### src/rtl/alu_seq_n.sv
// rtl/alu_seq_n.sv - registered multi-cycle ALU with start/ready/valid handshake
// Single-cycle ops commit at accept; shifts and MUL iterate in BUSY before DONE.
module alu_seq_n #(
  parameter int WIDTH = 32,
  parameter int SHW   = $clog2(WIDTH)
) (
  input  logic             clk,
  input  logic             rst,
  input  logic             start,
  input  logic [3:0]       op,
  input  logic [WIDTH-1:0] a,
  input  logic [WIDTH-1:0] b,
  input  logic [SHW-1:0]   shamt,
  output logic             ready,
  output logic             valid,
  output logic [WIDTH-1:0] result,
  output logic             zero,
  output logic             carry,
  output logic             overflow,
  output logic             illegal
);
  localparam int CW = SHW + 1;
  localparam logic [3:0] OP_ADD = 4'd0, OP_ADC = 4'd1, OP_SUB = 4'd2, OP_AND = 4'd3,
                         OP_OR  = 4'd4, OP_XOR = 4'd5, OP_NOR = 4'd6, OP_SRL = 4'd7,
                         OP_SLL = 4'd8, OP_SRA = 4'd9, OP_MUL = 4'd10, OP_SEXT = 4'd11,
                         OP_ZEXT = 4'd12, OP_ORBIT = 4'd13;

  typedef enum logic [1:0] {S_IDLE, S_BUSY, S_DONE} state_t;

  state_t           r_state, w_next;
  logic [3:0]       r_op;
  logic [WIDTH-1:0] r_a, r_b, r_acc, r_result;
  logic [CW-1:0]    r_cnt;
  logic             r_zero, r_carry, r_overflow, r_illegal;

  logic             w_accept, w_shift, w_multi, w_arith, w_last;
  logic [WIDTH-1:0] w_bb, w_single_res, w_step_a, w_mul_next, w_busy_res;
  logic [WIDTH:0]   w_sum;
  logic             w_cin, w_ovf;

  assign w_accept = (r_state == S_IDLE) && start;
  assign w_shift  = (op == OP_SRL) || (op == OP_SLL) || (op == OP_SRA);
  assign w_multi  = (w_shift && (shamt != '0)) || (op == OP_MUL);
  assign w_arith  = (op == OP_ADD) || (op == OP_ADC) || (op == OP_SUB);
  assign w_last   = (r_cnt == CW'(1));

  // SUB is a + ~b + 1 so carry out means "no borrow"
  assign w_bb  = (op == OP_SUB) ? ~b : b;
  assign w_cin = (op == OP_SUB) ? 1'b1 : ((op == OP_ADC) ? r_carry : 1'b0);
  assign w_sum = {1'b0, a} + {1'b0, w_bb} + {{WIDTH{1'b0}}, w_cin};
  assign w_ovf = (a[WIDTH-1] == w_bb[WIDTH-1]) && (w_sum[WIDTH-1] != a[WIDTH-1]);

  always_comb begin
    w_single_res = '0;
    case (op)
      OP_ADD, OP_ADC, OP_SUB: w_single_res = w_sum[WIDTH-1:0];
      OP_AND:                 w_single_res = a & b;
      OP_OR:                  w_single_res = a | b;
      OP_XOR:                 w_single_res = a ^ b;
      OP_NOR:                 w_single_res = ~(a | b);
      OP_SRL, OP_SLL, OP_SRA: w_single_res = a;
      OP_SEXT:                w_single_res = {{(WIDTH-16){a[15]}}, a[15:0]};
      OP_ZEXT:                w_single_res = {{(WIDTH-16){1'b0}}, a[15:0]};
      OP_ORBIT:               w_single_res = {{(WIDTH-1){1'b0}}, |a};
      default:                w_single_res = '0;
    endcase
  end

  // MUL reuses the left-shift path to walk the multiplicand
  assign w_step_a   = (r_op == OP_SRL) ? (r_a >> 1) :
                      (r_op == OP_SRA) ? {r_a[WIDTH-1], r_a[WIDTH-1:1]} : (r_a << 1);
  assign w_mul_next = r_acc + (r_b[0] ? r_a : '0);
  assign w_busy_res = (r_op == OP_MUL) ? w_mul_next : w_step_a;

  always_ff @(posedge clk) begin
    if (rst) r_state <= S_IDLE;
    else     r_state <= w_next;
  end

  always_comb begin
    w_next = r_state;
    case (r_state)
      S_IDLE:  if (start) w_next = w_multi ? S_BUSY : S_DONE;
      S_BUSY:  if (w_last) w_next = S_DONE;
      S_DONE:  w_next = S_IDLE;
      default: w_next = S_IDLE;
    endcase
  end

  always_comb begin
    ready   = (r_state == S_IDLE);
    valid   = (r_state == S_DONE);
    illegal = (r_state == S_DONE) && r_illegal;
  end

  always_ff @(posedge clk) begin
    if (rst) begin
      r_op <= '0; r_a <= '0; r_b <= '0; r_acc <= '0; r_cnt <= '0;
      r_result <= '0; r_zero <= 1'b0; r_carry <= 1'b0;
      r_overflow <= 1'b0; r_illegal <= 1'b0;
    end else if (w_accept) begin
      r_op  <= op;
      r_a   <= a;
      r_b   <= b;
      r_acc <= '0;
      r_cnt <= (op == OP_MUL) ? CW'(WIDTH) : CW'(shamt);
      if (!w_multi) begin
        r_result  <= w_single_res;
        r_zero    <= (w_single_res == '0);
        r_illegal <= (op >= 4'd14);
        if (w_arith) begin
          r_carry    <= w_sum[WIDTH];
          r_overflow <= w_ovf;
        end
      end
    end else if (r_state == S_BUSY) begin
      r_a   <= w_step_a;
      r_b   <= r_b >> 1;
      r_acc <= w_mul_next;
      r_cnt <= r_cnt - CW'(1);
      if (w_last) begin
        r_result  <= w_busy_res;
        r_zero    <= (w_busy_res == '0);
        r_illegal <= 1'b0;
      end
    end
  end

  assign result   = r_result;
  assign zero     = r_zero;
  assign carry    = r_carry;
  assign overflow = r_overflow;
endmodule

### config.mk
export PLATFORM = sky130hd
export DESIGN_NAME = alu_seq_n
export DESIGN_NICKNAME = d
export VERILOG_FILES = /design/src/rtl/alu_seq_n.sv
export SDC_FILE = /design/constraint.sdc
export NUM_CORES = 1
export LEC_CHECK = 0
export ABC_AREA = 1
export BUFFER_PORTS_ARGS = -buffer_cell sky130_fd_sc_hd__buf_4
export CAP_MARGIN = 0
export CELL_PAD_IN_SITES_DETAIL_PLACEMENT = 2
export CELL_PAD_IN_SITES_GLOBAL_PLACEMENT = 2
export CORE_MARGIN = 2
export CORE_UTILIZATION = 29
export DETAILED_ROUTE_END_ITERATION = 8
export PLACE_DENSITY = 0.78
export SYNTH_ARGS = -nofsm -noshare
export SYNTH_HDL_FRONTEND = slang
export SYNTH_SLANG_ARGS = --single-unit
### constraint.sdc
create_clock -name clk -period 3.54 [get_ports clk]
set_clock_uncertainty 0.2 [all_clocks]
set_input_delay 0.708 -clock clk [delete_from_list [all_inputs] [get_ports clk]]
set_output_delay 0.708 -clock clk [all_outputs]
set_load 0.005 [all_outputs]
==> impl_results.md, run 1 <==
- Fin nets: 2979
- Hold Path Class: register to register
- DR vias: 17.97k
- Comb pwr share: 36.0%
- Synth Warn #: 0
- Die X: 229.3 um
- P_leak: 9.403 nW
- Top Ports: 114
- Register area: 2884 sq um
- Final ANT Viol Nets: 0
- Worst-case clock buffer depth: 2
- Worst Path Arrival: 3.71 ns
- CP peak stage delay: 0.36 ns
- Top cell type by total area after synthesis: nand2_1
- Crit end category: register
- Drt total wl: 72840 um
- RSZ-0062 raised after global routing: true
- Total gr overflow: 0
- Sw Share: between 30 and 40%
- Initial core utilization: 29.33%
- Share of cells above drive strength 1: around 14%
- Row Count: 82
- Worst R2R Path Depth: 21
- Slew @ Worst Pin: 0.9209 ns
- Antenna violations before repair: 1
- Reg power frac: 29.9%
- Core Util, Final: between 30% and 40%
- CTS root buffer: clkbuf_16
- Post-synth EDFFs: 0
- Wire per inst: 21.06 um
- Fraction of registers with async set/reset: 0%
- DIE HEIGHT: 229.3 um
- Vias per inst: 5.197
- Syn Std Cell Area: 14720 sq um
- Fin crit share: 97.64%
- Final setup vio count: 0
- Syn Area/Cell: 5.706 sq um
- Worst hold start: result[16]
- Tot Pwr: 6.238 mW
- Peak VDD IR: between 0.0003 and 0.0004 V
- Internal power: 3.783 mW
- Router iterations before antenna repair: 5
- Max transition margin: 38.54%
- Vias in the first global route: 20.01k
- Status: completed
- Most used DFF post-synth: dfxtp_1
- CTS tree: done
- RR Endpoint: zero
- Library cells used by synthesis: 47
- Area grow syn2layout: 23.43%
- Fin. Hold Viols: 0
- CP Class: primary input to register
- CTS Sinks: 144
- Most used cell, CP: nand2_1
- Post-synthesis sequential area ratio: 19.59%
- Synth top area share: 24.08%
- Slowest stage cell, crit path: ha_1
- PD cells: 343.4 nW/um^2
- Hpwl dp: 58330 um
- Synth top area cells: nand2_1 24%, dfxtp_1 20%, ha_1 11%, inv_1 10%, nand3_1 5.7%
- Core area: 50170 sq um
- Fmax: 0.2893 GHz
- Final worst path period need: 3.457 ns
- Worst hold slack: 0.2747 ns
- Clock power share: 34.1%
- Clk_lat worst skew: 0.50 ns
- Global-route wire length before repair: 113300 um
- Element type at the critical path start: primary input
- Flop2flop setup slack: 0.23 ns
- Max-slew violations: 0
- CP max FO: 21
- Hold Path Sink: result[16]
- DRC: 0
- Synth Register Bits: 144
- Total Routing Usage GR: 27.64%
- Area of the multi-input gates: 10100 sq um
- PortBufs: between 100 and 150
- Largest net degree at the start of global routing: between 70 and 80
- Fillers: 6377
- Critical Path, Cell by Cell: buf_4, nor2_2, nand2_2, buf_12, xor2_1, ha_1, nand2_1, inv_1, nand2_1, nand2_1, a21oi_1, nand2_1, buf_4, nand2_1, nand3b_1, nand3_1, nand4_1, nor2_1, nand3_1, nand3_1, nand2_1, inv_1
- Net Count, Synth: 2786
- Hold path cells: 2
- Clock-pin slew on the worst setup and hold paths: 0.07 ns
- CTS Buf Count: 17
- Launching point of the worst reg2reg path: r_b[0]
- Required time at the worst-slack endpoint: 3.79 ns
- Initial drt markers: 772
- Max Cap Violations: 0
- H-tree depth: 4
- Final GP Congestion: approximately 0.92
- Synth Instances: 2579
- NetSw: 2.455 mW
- DIE AREA: 52560 sq um
[cells in the mapped netlist (3+ instances only)]
cell type    n
nand2_1    944
inv_1      410
nor2_1     190
nand3_1    169
dfxtp_1    144
ha_1       128
o21ai_0     90
a21oi_1     86
a31oi_1     79
clkbuf_1    63
o211ai_1    54
xor2_1      34
or2_2       26
nand4_1     25
nor3_1      19
a211oi_1    16
buf_2       16
nand3b_1    14
o2111ai_1    8
buf_1        7
nor4_1       5
o21ai_1      5
o21bai_1     5
a21o_1       3
buf_6        3
fa_1         3
inv_2        3
mux2i_1      3
nor2_2       3
[through the flow]
stage                     setup slack (ns)  instance area (sq um)  instances  TNS (ns)
after floorplan                    0.02716                  14720       2579         0
final                              0.08340                  18160       3458         0
after detailed placement           -0.4904                  17320       3424    -5.946
after global placement             -0.3756                  17320       3424    -3.328
after CTS                         0.009143                  17970       3456         0
after global routing              -0.08137                  18160       3457   -0.1103
[how the worst max path moves through the flow]
stage | start | end | slack, ns | cells past startpoint
after global routing | op[3] | zero | -0.08 | 22
after global placement | op[3] | zero | -0.38 | 24
after CTS | op[3] | zero | 0.009 | 20
after detailed placement | op[3] | zero | -0.49 | 23
final | op[3] | zero | 0.08 | 22
after floorplan | op[3] | zero | 0.03 | 22
[kinds of logic (layout without fill, tap and decap cells)]
logic type / count (synthesis) / after routing / share of synthesized area [%]
and+or+nand+nor: 1402 / 1402 / 38.93
buffers and inverters: 506 / 712 / 13.25
AOI/OAI and AO/OA: 357 / 357 / 14.60
DFF: 144 / 144 / 19.59
adders and majority gates: 131 / 131 / 11.29
xor gates and xnor gates: 36 / 36 / 2.143
muxes: 3 / 3 / 0.2041
other: 0 / 1 / 0
[power groups by stage]
| stage | Combinational [mW] | Clock, mW | Sequential (mW) |
|---|---|---|---|
| after floorplan | 1.17 | 0 | 1.85 |
| after global placement | 2.06 | 0 | 1.89 |
| after detailed placement | 2.17 | 0 | 1.90 |
| after CTS | 2.19 | 2.19 | 1.86 |
| after global routing | 2.47 | 2.24 | 1.88 |
| final | 2.24 | 2.13 | 1.86 |
[cell usage in the layout (no fill, tap or decap), types with 2 or more instances in the layout]
| cell type | synthesis | final |
|---|---|---|
| a22o_1 | 2 | 2 |
| or2_2 | 26 | 26 |
| nand3b_1 | 14 | 14 |
| a21o_1 | 3 | 3 |
| o21bai_1 | 5 | 5 |
| o21ai_0 | 90 | 85 |
| a21oi_2 | 1 | 7 |
| o2111ai_1 | 8 | 8 |
| xor2_1 | 34 | 33 |
| a21oi_1 | 86 | 79 |
| nand3_1 | 169 | 163 |
| dfxtp_1 | 144 | 143 |
| a211oi_1 | 16 | 16 |
| a31oi_1 | 79 | 79 |
| buf_4 | 2 | 253 |
| buf_12 | 0 | 11 |
| inv_1 | 410 | 410 |
| nand2_2 | 2 | 24 |
| o21a_1 | 2 | 2 |
| nand4_1 | 25 | 25 |
| o211ai_1 | 54 | 54 |
| mux2i_1 | 3 | 3 |
| xnor2_1 | 2 | 2 |
| nor2_2 | 3 | 24 |
| bufinv_16 | 0 | 4 |
| o21ai_1 | 5 | 8 |
| nand2_1 | 944 | 922 |
| clkbuf_16 | 0 | 17 |
| o21ai_2 | 0 | 2 |
| inv_6 | 0 | 3 |
| clkinv_4 | 0 | 5 |
| nor3_1 | 19 | 18 |
| nor4_1 | 5 | 5 |
| nor2_4 | 1 | 4 |
| ha_1 | 128 | 127 |
| nand3_2 | 1 | 7 |
| fa_1 | 3 | 2 |
| inv_2 | 3 | 3 |
| nor2_1 | 190 | 166 |
[registers in the layout, indices dropped and copies added, names as in the netlist, 2 cells and up]
| signal | cells |
|---|---|
| result | 32 |
| r_cnt | 6 |
| r_acc | 32 |
| r_a | 32 |
| r_state | 2 |
| r_b | 32 |
| r_op | 4 |
[area by class of cell]
cell class | count | area share, %
multi-input combinational | 1929 | 55.62
inverter | 415 | 8.582
antenna | 1 | 0.01378
tap | 672 | 4.629
clock inverter | 13 | 1.109
sequential | 144 | 15.88
timing repair buffer | 265 | 11.73
clock buffer | 19 | 2.438
[per-layer routing]
metal	vias up	routed length (um)	GRT usage (%)
met2	265	36740	50.69
met3	117	1859	3.611
met5	-	0	0
met1	8993	31770	32.79
li1	8595	-	-
met4	0	2470	9.740
[critical path, delay by kind of cell]
family	cells	cell delay, ns
buffers and inverters	5	0.57
XOR/XNOR	1	0.16
AND/OR/NAND/NOR	14	1.68
adder cells (fa/ha/maj)	1	0.36
AO/OA/AOI/OAI	1	0.22
[timing repair]
item | CTS | global route
hold endpoints to repair | 0 | 0
endpoints found under the setup margin | 1 | 17
pin swaps | 0 | 6
buffers inserted | 0 | 1
hold buffers | 0 | 0
resized for setup | 4 | 61
(Power assumes the default switching activity.)
==> inputs of run 2 (changes only) <==
--- a/config.mk
+++ b/config.mk
@@ -8,12 +8,12 @@
 export ABC_AREA = 1
 export BUFFER_PORTS_ARGS = -buffer_cell sky130_fd_sc_hd__buf_4
 export CAP_MARGIN = 0
-export CELL_PAD_IN_SITES_DETAIL_PLACEMENT = 2
-export CELL_PAD_IN_SITES_GLOBAL_PLACEMENT = 2
+export CELL_PAD_IN_SITES_DETAIL_PLACEMENT = 0
+export CELL_PAD_IN_SITES_GLOBAL_PLACEMENT = 1
 export CORE_MARGIN = 2
-export CORE_UTILIZATION = 29
+export CORE_UTILIZATION = 39
 export DETAILED_ROUTE_END_ITERATION = 8
-export PLACE_DENSITY = 0.78
+export PLACE_DENSITY_LB_ADDON = 0.12
 export SYNTH_ARGS = -nofsm -noshare
 export SYNTH_HDL_FRONTEND = slang
 export SYNTH_SLANG_ARGS = --single-unit
==> impl_results.md, run 2 (synthesized netlist as in run 1, its figures left out) <==
- Status: completed
- Peak VDD IR: 0.0003246 V (-1.8%)
- Global-route wire length before repair: 89470 um (-21%)
- Worst-case clock buffer depth: 2 (unchanged)
- Max-slew violations: 0 (unchanged)
- Total gr overflow: 0 (unchanged)
- Final ANT Viol Nets: 0 (unchanged)
- DR vias: 16.70k (-7.1%)
- Register area: 2884 sq um (unchanged)
- PD cells: 337.3 nW/um^2 (-1.8%)
- Post-Route Setup TNS: 0 ns (unchanged)
- Fillers: 4084 (-36%)
- Max transition margin: 42.79% (+4.2 points)
- Worst hold start: r_illegal
- # hold bufs at CTS: 0 (unchanged)
- Top Ports: 114 (unchanged)
- Fin. Hold Viols: 0 (unchanged)
- Core Util, Final: 47.43% (+11 points)
- DIE AREA: 39310 sq um (-25%)
- Total Routing Usage GR: 29.66% (+2.0 points)
- Crit end category: register
- Fmax: 0.2994 GHz (+3.5%)
- CP max FO: 26 (+24%)
- Row Count: 71 (-13%)
- RR Endpoint: zero
- Launching point of the worst reg2reg path: r_b[0]
- Largest net degree at the start of global routing: 72 (unchanged)
- DRC: 0 (unchanged)
- Area of the multi-input gates: 10000 sq um (-1.0%)
- Required time at the worst-slack endpoint: 3.75 ns (-0.04 ns)
- Worst path top cell family by delay: simple AND/OR/NAND/NOR gates
- CP peak stage delay: 0.38 ns (+0.02 ns)
- Hpwl dp: 45720 um (-22%)
- Wire per inst: 17.60 um (-16%)
- CP Class: primary input to register
- P_leak: 9.329 nW (-0.79%)
- Fin crit share: 94.36% (-3.3 points)
- Area grow syn2layout: 20.52%
- Initial drt markers: 1206 (+56%)
- PortBufs: 113 (unchanged)
- Drt total wl: 57770 um (-21%)
- Clock-pin slew on the worst setup and hold paths: 0.07 ns (about the same)
- H-tree depth: 4 (unchanged)
- DIE HEIGHT: 198.3 um (-14%)
- Share of cells above drive strength 1: 12.78% (-1.6 points)
- CTS Buf Count: 17 (unchanged)
- Core area: 37400 sq um (-25%)
- Hold Path Class: register to register
- Router iterations before antenna repair: 6 (+1)
- CTS tree: done
- Vias in the first global route: 16.10k (-20%)
- Most frequent cells in the layout: 939 x nand2_1, 410 x inv_1, 240 x buf_4
- Antenna violations before repair: 2 (+1)
- Critical Path, Cell by Cell: buf_4, nor2_2, nand2_2, buf_12, xor2_1, ha_1, nand2_1, inv_1, nand2_1, nor3_1, nand3_1, nand3_1, nand2_1, nand3_1, nand2_1, nor2_1, nand3_1, nor2_1, nand3_1, nand3_1, nand2_1, inv_1
- CTS Sinks: 144 (unchanged)
- Final worst path period need: 3.340 ns (-0.1162 ns)
- Hold path cells: 2 (unchanged)
- Vias per inst: 5.088 (-2.1%)
- Final GP Congestion: 0.9190 (-0.18%)
- Worst R2R Path Depth: 22 (+4.8%)
- Initial core utilization: 39.35% (+10 points)
- Most used cell, CP: nand3_1
- Flop2flop setup slack: 0.25 ns (+0.02 ns)
- Max Cap Violations: 0 (unchanged)
- Clk_lat worst skew: 0.46 ns (-0.04 ns)
- Element type at the critical path start: primary input
- CTS root buffer: clkbuf_16
- Final setup vio count: 0 (unchanged)
- Fin nets: 2964 (-0.50%)
- Worst Path Arrival: 3.55 ns (-0.16 ns)
- Hold Path Sink: r_illegal
- Slowest stage cell, crit path: ha_1
- CP bufs+invs: 4 (-1)
- Tot Pwr: 5.982 mW (-4.1%)
- Slew @ Worst Pin: 0.8572 ns (-0.06367 ns)
- Die X: 198.3 um (-14%)
- Commonest non-fill, non-tap cell in the layout: nand2_1
==> run 2: power breakdown <==
part           total, mW  internal, mW  switching [mW]
sequential          1.86          1.75           0.112
combinational       2.03         0.782            1.25
clock               2.09          1.17           0.918
==> run 2: worst reg2reg max path: stages (launching register included) <==
cell and delay, ns:
dfxtp_2 0.39, buf_4 0.17, buf_12 0.17, nand2_1 0.07
inv_1 0.08, ha_1 0.29, nand2_1 0.15, inv_1 0.05
a21oi_1 0.22, nand2_1 0.15, a21oi_1 0.28, nand2_1 0.09
nand2_1 0.09, nand3_1 0.12, nand2_1 0.15, nand2_1 0.08
nor2_1 0.09, nand3_1 0.07, nor2_1 0.09, nand2_1 0.07
nand3_1 0.07, nand2_1 0.05, inv_1 0.04
==> run 2: final cells by class <==
cell class,instances,area share (%)
clock inverters,14,1.178
repair buffers,250,11.29
flip-flops and latches,144,16.26
inverters,415,8.790
clock buffers,18,2.476
well taps,511,3.605
diodes,2,0.02822
multi-input cells,1929,56.38
==> run 2: how the worst max path moves through the flow <==
stage                     startpoint    to  slack [ns]  cells after the start
final                          op[3]  zero        0.20                     22
after global routing           op[1]  zero       -0.01                     25
after CTS                     r_b[0]  zero         0.1                     21
after detailed placement       op[0]  zero       -0.29                     22
after global placement         op[3]  zero       -0.35                     22
after floorplan                op[3]  zero        0.03                     22
==> run 2: what timing repair did <==
action | CTS | global route
buffers inserted | 0 | 1
endpoints found under the setup margin | 0 | 3
gates resized for setup | 0 | 26
==> run 2: per-stage QoR <==
step,cells,setup slack [ns],hold slack (ns),instance area [sq um]
finish,3283,0.1996,0.2660,17740
global route,3283,-0.01056,0.2949,17740
CTS,3280,0.09531,0.2658,17640
detailed placement,3248,-0.2861,0.2550,16990
global placement,3248,-0.3532,0.2478,16990
floorplan,2579,0.02716,0.2359,14720
==> run 2: per-layer routing <==
metal | vias to the layer above | track usage (%) | wire [um]
met5 | - | 0 | 0
met4 | 0 | 10.44 | 1569
met3 | 70 | 2.947 | 2480
met2 | 433 | 50.36 | 27300
met1 | 7645 | 39.02 | 26420
li1 | 8555 | - | -
